**config.mk**
```make
export PLATFORM = sky130hd
export DESIGN_NAME = multicycle_ctrl
export DESIGN_NICKNAME = d
export VERILOG_FILES = /design/src/rtl/mips_ctrl_pkg.sv /design/src/rtl/mem_watchdog.sv /design/src/rtl/multicycle_ctrl.sv
export SDC_FILE = /design/constraint.sdc
export NUM_CORES = 1
export LEC_CHECK = 0
export ABC_CLOCK_PERIOD_IN_PS = 2750
export BUFFER_PORTS_ARGS = -buffer_cell sky130_fd_sc_hd__clkbuf_2
export CAP_MARGIN = 5
export CORE_MARGIN = 10
export CORE_UTILIZATION = 47
export CTS_CLUSTER_DIAMETER = 120
export DETAILED_ROUTE_END_ITERATION = 7
export PLACE_DENSITY = 0.83
export SETUP_SLACK_MARGIN = 0.5
export SLEW_MARGIN = 30
export SYNTH_ARGS = -nofsm -noshare
export SYNTH_HDL_FRONTEND = slang
export SYNTH_HIERARCHICAL = 1
export SYNTH_SLANG_ARGS = --single-unit
```
**constraint.sdc**
```tcl
create_clock -name clk -period 2.75 [get_ports clk]
set_input_delay 0.55 -clock clk [delete_from_list [all_inputs] [get_ports clk]]
set_output_delay 0.55 -clock clk [all_outputs]
set_load 0.03 [all_outputs]
```
**src/rtl/mips_ctrl_pkg.sv**
```systemverilog
// rtl/mips_ctrl_pkg.sv - shared encodings for the multi-cycle MIPS control sequencer
package mips_ctrl_pkg;

    typedef enum logic [3:0] {
        IDLE,
        FETCH,
        DECODE,
        EXEC_R,
        EXEC_I,
        MEM_ADDR,
        MEM_RD,
        MEM_WB,
        MEM_WR,
        ALU_WB,
        BRANCH
    } state_e;

    localparam logic [5:0] OP_RTYPE = 6'b000000;
    localparam logic [5:0] OP_ADDI  = 6'b001000;
    localparam logic [5:0] OP_ANDI  = 6'b001100;
    localparam logic [5:0] OP_ORI   = 6'b001101;
    localparam logic [5:0] OP_SLTI  = 6'b001010;
    localparam logic [5:0] OP_LW    = 6'b100011;
    localparam logic [5:0] OP_SW    = 6'b101011;
    localparam logic [5:0] OP_BEQ   = 6'b000100;
    localparam logic [5:0] OP_BNE   = 6'b000101;
    localparam logic [5:0] OP_BGTZ  = 6'b000111;

    localparam logic [2:0] ALU_ADD   = 3'b000;
    localparam logic [2:0] ALU_SUB   = 3'b001;
    localparam logic [2:0] ALU_RTYPE = 3'b010;
    localparam logic [2:0] ALU_AND   = 3'b100;
    localparam logic [2:0] ALU_OR    = 3'b101;
    localparam logic [2:0] ALU_BGTZ  = 3'b110;
    localparam logic [2:0] ALU_SLT   = 3'b111;

    localparam logic [1:0] SRCB_REG     = 2'b00;
    localparam logic [1:0] SRCB_FOUR    = 2'b01;
    localparam logic [1:0] SRCB_IMM     = 2'b10;
    localparam logic [1:0] SRCB_IMM_SH2 = 2'b11;

    localparam logic [1:0] PCSRC_ALU    = 2'b00;
    localparam logic [1:0] PCSRC_ALUOUT = 2'b01;

endpackage

```
**src/rtl/mem_watchdog.sv**
```systemverilog
// rtl/mem_watchdog.sv - cycle counter that aborts a memory wait left unanswered too long
module mem_watchdog #(
    parameter int TIMEOUT_CYCLES = 255,
    parameter int TO_W           = 8
) (
    input  logic clk,
    input  logic rst_n,
    input  logic active,
    input  logic mem_ready,
    input  logic leave,
    output logic expired
);

    localparam bit             ENABLED = (TIMEOUT_CYCLES != 0);
    localparam logic [TO_W-1:0] LAST   = TO_W'(TIMEOUT_CYCLES - 1);

    logic [TO_W-1:0] cnt_q;
    logic [TO_W-1:0] cnt_d;

    // cnt_q holds the number of earlier wait cycles, so expiry lands on wait cycle TIMEOUT_CYCLES
    assign expired = ENABLED && active && !mem_ready && (cnt_q == LAST);

    always_comb begin
        cnt_d = '0;
        if (ENABLED && active && !mem_ready && !leave && !expired) begin
            cnt_d = cnt_q + TO_W'(1);
        end
    end

    always_ff @(posedge clk or negedge rst_n) begin
        if (!rst_n) begin
            cnt_q <= '0;
        end else begin
            cnt_q <= cnt_d;
        end
    end

endmodule

```
**src/rtl/multicycle_ctrl.sv**
```systemverilog
// rtl/multicycle_ctrl.sv - multi-cycle MIPS control FSM driving every datapath enable
module multicycle_ctrl
    import mips_ctrl_pkg::*;
#(
    parameter int TIMEOUT_CYCLES = 255,
    parameter int TO_W           = 8
) (
    input  logic       clk,
    input  logic       rst_n,
    input  logic [5:0] op,
    input  logic       alu_zero,
    input  logic       alu_sign,
    input  logic       mem_ready,
    output logic       mem_req,
    output logic       mem_read,
    output logic       mem_write,
    output logic       iord,
    output logic       ir_write,
    output logic       pc_write,
    output logic [1:0] pc_src,
    output logic       alu_src_a,
    output logic [1:0] alu_src_b,
    output logic [2:0] alu_op,
    output logic       reg_dst,
    output logic       mem_to_reg,
    output logic       reg_write,
    output logic       instr_done,
    output logic       illegal_op,
    output logic       bus_err
);

    state_e state_q;
    state_e state_d;
    logic   wait_st;
    logic   expire;

    assign wait_st = (state_q == FETCH) || (state_q == MEM_RD) || (state_q == MEM_WR);

    mem_watchdog #(
        .TIMEOUT_CYCLES(TIMEOUT_CYCLES),
        .TO_W          (TO_W)
    ) u_wd (
        .clk      (clk),
        .rst_n    (rst_n),
        .active   (wait_st),
        .mem_ready(mem_ready),
        .leave    (state_d != state_q),
        .expired  (expire)
    );

    always_comb begin
        state_d    = state_q;
        mem_req    = 1'b0;
        mem_read   = 1'b0;
        mem_write  = 1'b0;
        iord       = 1'b0;
        ir_write   = 1'b0;
        pc_write   = 1'b0;
        pc_src     = PCSRC_ALU;
        alu_src_a  = 1'b0;
        alu_src_b  = SRCB_REG;
        alu_op     = ALU_ADD;
        reg_dst    = 1'b0;
        mem_to_reg = 1'b0;
        reg_write  = 1'b0;
        instr_done = 1'b0;
        illegal_op = 1'b0;
        bus_err    = 1'b0;

        case (state_q)
            IDLE: state_d = FETCH;
            FETCH: begin
                mem_req   = 1'b1;
                mem_read  = 1'b1;
                alu_src_b = SRCB_FOUR;
                if (mem_ready) begin
                    ir_write = 1'b1;
                    pc_write = 1'b1;
                    state_d  = DECODE;
                end
            end
            DECODE: begin
                // PC + (imm << 2) lands in ALUOut for a possible branch
                alu_src_b = SRCB_IMM_SH2;
                case (op)
                    OP_RTYPE:                         state_d = EXEC_R;
                    OP_ADDI, OP_ANDI, OP_ORI, OP_SLTI: state_d = EXEC_I;
                    OP_LW, OP_SW:                     state_d = MEM_ADDR;
                    OP_BEQ, OP_BNE, OP_BGTZ:          state_d = BRANCH;
                    default: begin
                        illegal_op = 1'b1;
                        instr_done = 1'b1;
                        state_d    = FETCH;
                    end
                endcase
            end
            EXEC_R: begin
                alu_src_a = 1'b1;
                alu_op    = ALU_RTYPE;
                state_d   = ALU_WB;
            end
            EXEC_I: begin
                alu_src_a = 1'b1;
                alu_src_b = SRCB_IMM;
                case (op)
                    OP_ANDI: alu_op = ALU_AND;
                    OP_ORI:  alu_op = ALU_OR;
                    OP_SLTI: alu_op = ALU_SLT;
                    default: alu_op = ALU_ADD;
                endcase
                state_d = ALU_WB;
            end
            ALU_WB: begin
                reg_write  = 1'b1;
                reg_dst    = (op == OP_RTYPE);
                instr_done = 1'b1;
                state_d    = FETCH;
            end
            MEM_ADDR: begin
                alu_src_a = 1'b1;
                alu_src_b = SRCB_IMM;
                state_d   = (op == OP_SW) ? MEM_WR : MEM_RD;
            end
            MEM_RD: begin
                mem_req  = 1'b1;
                mem_read = 1'b1;
                iord     = 1'b1;
                if (mem_ready) begin
                    state_d = MEM_WB;
                end
            end
            MEM_WB: begin
                reg_write  = 1'b1;
                mem_to_reg = 1'b1;
                instr_done = 1'b1;
                state_d    = FETCH;
            end
            MEM_WR: begin
                mem_req   = 1'b1;
                mem_write = 1'b1;
                iord      = 1'b1;
                if (mem_ready) begin
                    instr_done = 1'b1;
                    state_d    = FETCH;
                end
            end
            BRANCH: begin
                alu_src_a  = 1'b1;
                pc_src     = PCSRC_ALUOUT;
                instr_done = 1'b1;
                state_d    = FETCH;
                case (op)
                    OP_BEQ: begin
                        alu_op   = ALU_SUB;
                        pc_write = alu_zero;
                    end
                    OP_BNE: begin
                        alu_op   = ALU_SUB;
                        pc_write = !alu_zero;
                    end
                    default: begin
                        alu_op   = ALU_BGTZ;
                        pc_write = !alu_zero && !alu_sign;
                    end
                endcase
            end
            default: state_d = IDLE;
        endcase

        // Abort: withdraw the request so a stuck store never completes
        if (expire) begin
            mem_req   = 1'b0;
            mem_read  = 1'b0;
            mem_write = 1'b0;
            bus_err   = 1'b1;
            state_d   = FETCH;
        end
    end

    always_ff @(posedge clk or negedge rst_n) begin
        if (!rst_n) begin
            state_q <= IDLE;
        end else begin
            state_q <= state_d;
        end
    end

endmodule

```
==> impl_metrics.ini <==
[timing]
holdWs_ns = 0.129
period_needed_ns = 3.02
worst_pin_slew_ns = 0.489
hold_violations = 0
fin_skew_ns = 0.0152
rsz0062_at_grt = true
fin_crit_sh = 1.10
slew_violations = 0
fin_ws_ns = -0.270
max_slew_margin = 0.671
fin_setup_tns_ns = -1.80
setup_viol = 12
max_freq_mhz = 331

[layout]
nFillCells = 137
stdcell_area_um2 = 2030
area_growth_pct = 68.7
layout-drive-gt1-share = 0.482
insertedDiodeCount = 0
fin_util = 0.828
final_cell_mix = buf_4 (33), nor2_1 (18), buf_6 (12), nand2_1 (10), clkbuf_2 (10)
nets = 238
final_common_cell = buf_4

[die]
dieArea_um2 = 4990
rows = 18
fp.coreArea_um2 = 2450
die_x_um = 70.6
initial_core_util = 0.491
boundaryPins = 31
dieHeight_um = 70.6

[setup_path]
r2r-start = state_q[2]$_DFF_PN0_
critPathCaptureType = register
cp_num_buf_inv = 3
crit_chain = buf_4 > buf_6 > buf_4 > nor3_1 > nand3_1 > a31oi_1 > xnor2_1 > nand4_1 > nor3b_4 > o31ai_4 > nor2_1
r2r_slack_ns = -0.27
r2r-end = u_wd/cnt_q[2]$_DFF_PN0_
max_stage_delay_ns = 0.45
critPathKind = register to register
arrival_ns = 3.23
critPathLaunchType = register
slowest_stage = dfrtp_1
crit_fanout = 10
crit_top_cell = buf_4
critPathRequiredTime_ns = 2.96
cp_top_family = simple AND/OR/NAND/NOR gates
rr_worst_depth = 11

[pwr]
powerDensity_nw_per_um2 = 1020
swShare = 0.485
pwr-share-seq = 0.135
comb_power_share = 0.794
power_frac_clock = 0.072
finalPower_uw = 2070
peakVddDrop_v = 0.00121
power_leakage_uw = 0.000919
power.internal_uw = 1070
p_switching_uw = 1000

[synth]
synth_flop_cell = dfrtp_1
syn-mean-instance-area_um2 = 7.35
synthesis.area_um2 = 1200
synth_enable_flop_cells = 0
synth.net_count = 177
async_reset_ff_frac = 1.00
syn_inst = 164
ys_seq_elements = 12
synth_cell_type_count = 50
ys_warn_count = 6
yosysSeqAreaShare = 0.249

[placed_design]
gp_congestion = 0.924
dp_hpwl_um = 2770
placedInstanceArea_um2 = 1470
port_buffers = 29

[clock_tree]
clkLatencyLatePin_ns = 0.29
cts.path.max_buffers = 2
cts_hold_repair.buffers = 0
numCtsBuffers = 3
clkSinkCount = 12
clk_pin_slew_ns = 0.09
htreeDepth = 1
cts-root-buf = clkbuf_4
cts_tree = built

[route]
drt_iter0_drc = 244
final_antenna_net_count = 0
num_vias = 1691
via_per_inst = 6.66
route.detailed.drc = 0
firstDrtPassIters = 5
routedWlPerCell_um = 21.3
wl_um = 5420

[global_route]
overflow = 0
grt_pass1_wl_um = 6880
busiest_layer = met2
antenna_found_initial = 0
grt_max_degree = 19
use_met1 = 0.162
met2_usage = 0.305
grt_use_total = 0.161
grt_pass1_vias = 1492
use_met3 = 0.0544

[min_path]
hold_class = input pin to async pin

[status]
violations = setup timing
outcome = complete, but fails checks

[run]
maxCapViolCount = 0
timing repair:
action	4_1_cts	5_1_grt
endpoints found under the setup margin	19	23
resized for setup	48	42
buffers inserted	15	15
pin swaps	12	10
synth_stat cells, types with 2 or more instances:
cell type / count / share of area
o21ai_0: 9 / 0.037
nand2_1: 12 / 0.037
o21a_1: 2 / 0.012
nor4_1: 2 / 0.010
nand4_1: 4 / 0.021
buf_2: 4 / 0.017
clkbuf_1: 2 / 0.0062
a21boi_0: 3 / 0.019
a21o_1: 4 / 0.025
nor2_1: 19 / 0.059
o22ai_1: 2 / 0.010
inv_1: 7 / 0.022
xor2_1: 2 / 0.015
nor3b_1: 3 / 0.019
a21oi_1: 8 / 0.033
nor3_1: 7 / 0.029
xnor2_1: 5 / 0.036
nor2b_1: 7 / 0.036
and3_1: 2 / 0.010
ha_1: 2 / 0.021
dfrtp_1: 12 / 0.25
nand2b_1: 6 / 0.031
nand3_1: 9 / 0.037
a311oi_1: 2 / 0.015
a31oi_1: 3 / 0.016
buf_1: 2 / 0.0062
state kept, by name, indices dropped and copies added (netlist names):
register / cells
state_q: 4
u_wd/cnt_q: 8
area by class of cell:
type / count / area [um^2] / area share
clock buffers: 4 / 36.3 / 0.0178
multi-input cells: 135 / 1050 / 0.514
well taps: 30 / 37.5 / 0.0185
repair buffers: 66 / 583 / 0.287
flip-flops and latches: 12 / 304 / 0.150
inverters: 7 / 26.3 / 0.0129
per-layer routing:
layer / vias up / wire (um)
met3: 42 / 608
met5: - / 0
li1: 719 / -
met4: 0 / 270
met1: 794 / 1890
met2: 136 / 2650
worst max path at each step:
| stage | depth (start not counted) | start | end |
|---|---|---|---|
| after global placement | 9 | state_q[3]$_DFF_PN0_ | u_wd/cnt_q[1]$_DFF_PN0_ |
| final | 11 | state_q[2]$_DFF_PN0_ | u_wd/cnt_q[2]$_DFF_PN0_ |
| after CTS | 9 | state_q[2]$_DFF_PN0_ | mem_write |
| after global routing | 14 | state_q[2]$_DFF_PN0_ | u_wd/cnt_q[2]$_DFF_PN0_ |
| after floorplan | 13 | state_q[1]$_DFF_PN0_ | u_wd/cnt_q[0]$_DFF_PN0_ |
| after detailed placement | 12 | state_q[3]$_DFF_PN0_ | u_wd/cnt_q[4]$_DFF_PN0_ |
cells by family (layout without fill, tap and decap cells):
group	count (synthesis)	in the layout	synth area share
AND/OR/NAND/NOR	80	80	0.350
adder cells (fa/ha/maj)	2	2	0.0208
AO/OA/AOI/OAI	44	44	0.255
flip-flops	12	12	0.249
multiplexers	1	1	0.00935
buffers and inverters	17	77	0.0613
XOR/XNOR	7	7	0.0509
other	1	1	0.00311
metrics by stage:
step	instances	setup slack, ns
detailed placement	220	0.0946
global placement	220	0.220
floorplan	164	0.0140
CTS	239	0.112
finish	254	-0.270
global route	254	-0.341
power groups by stage:
| stage | Clock [uW] | Sequential (uW) | Combinational [uW] |
|---|---|---|---|
| 6_report | 148 | 279 | 1640 |
| 5_1_grt | 160 | 280 | 1710 |
| 4_1_cts | 148 | 266 | 1320 |
| 3_5_place_dp | 0 | 265 | 1000 |
| 3_3_place_gp | 0 | 262 | 978 |
| 2_1_floorplan | 0 | 234 | 782 |
(Power assumes the default switching activity.)
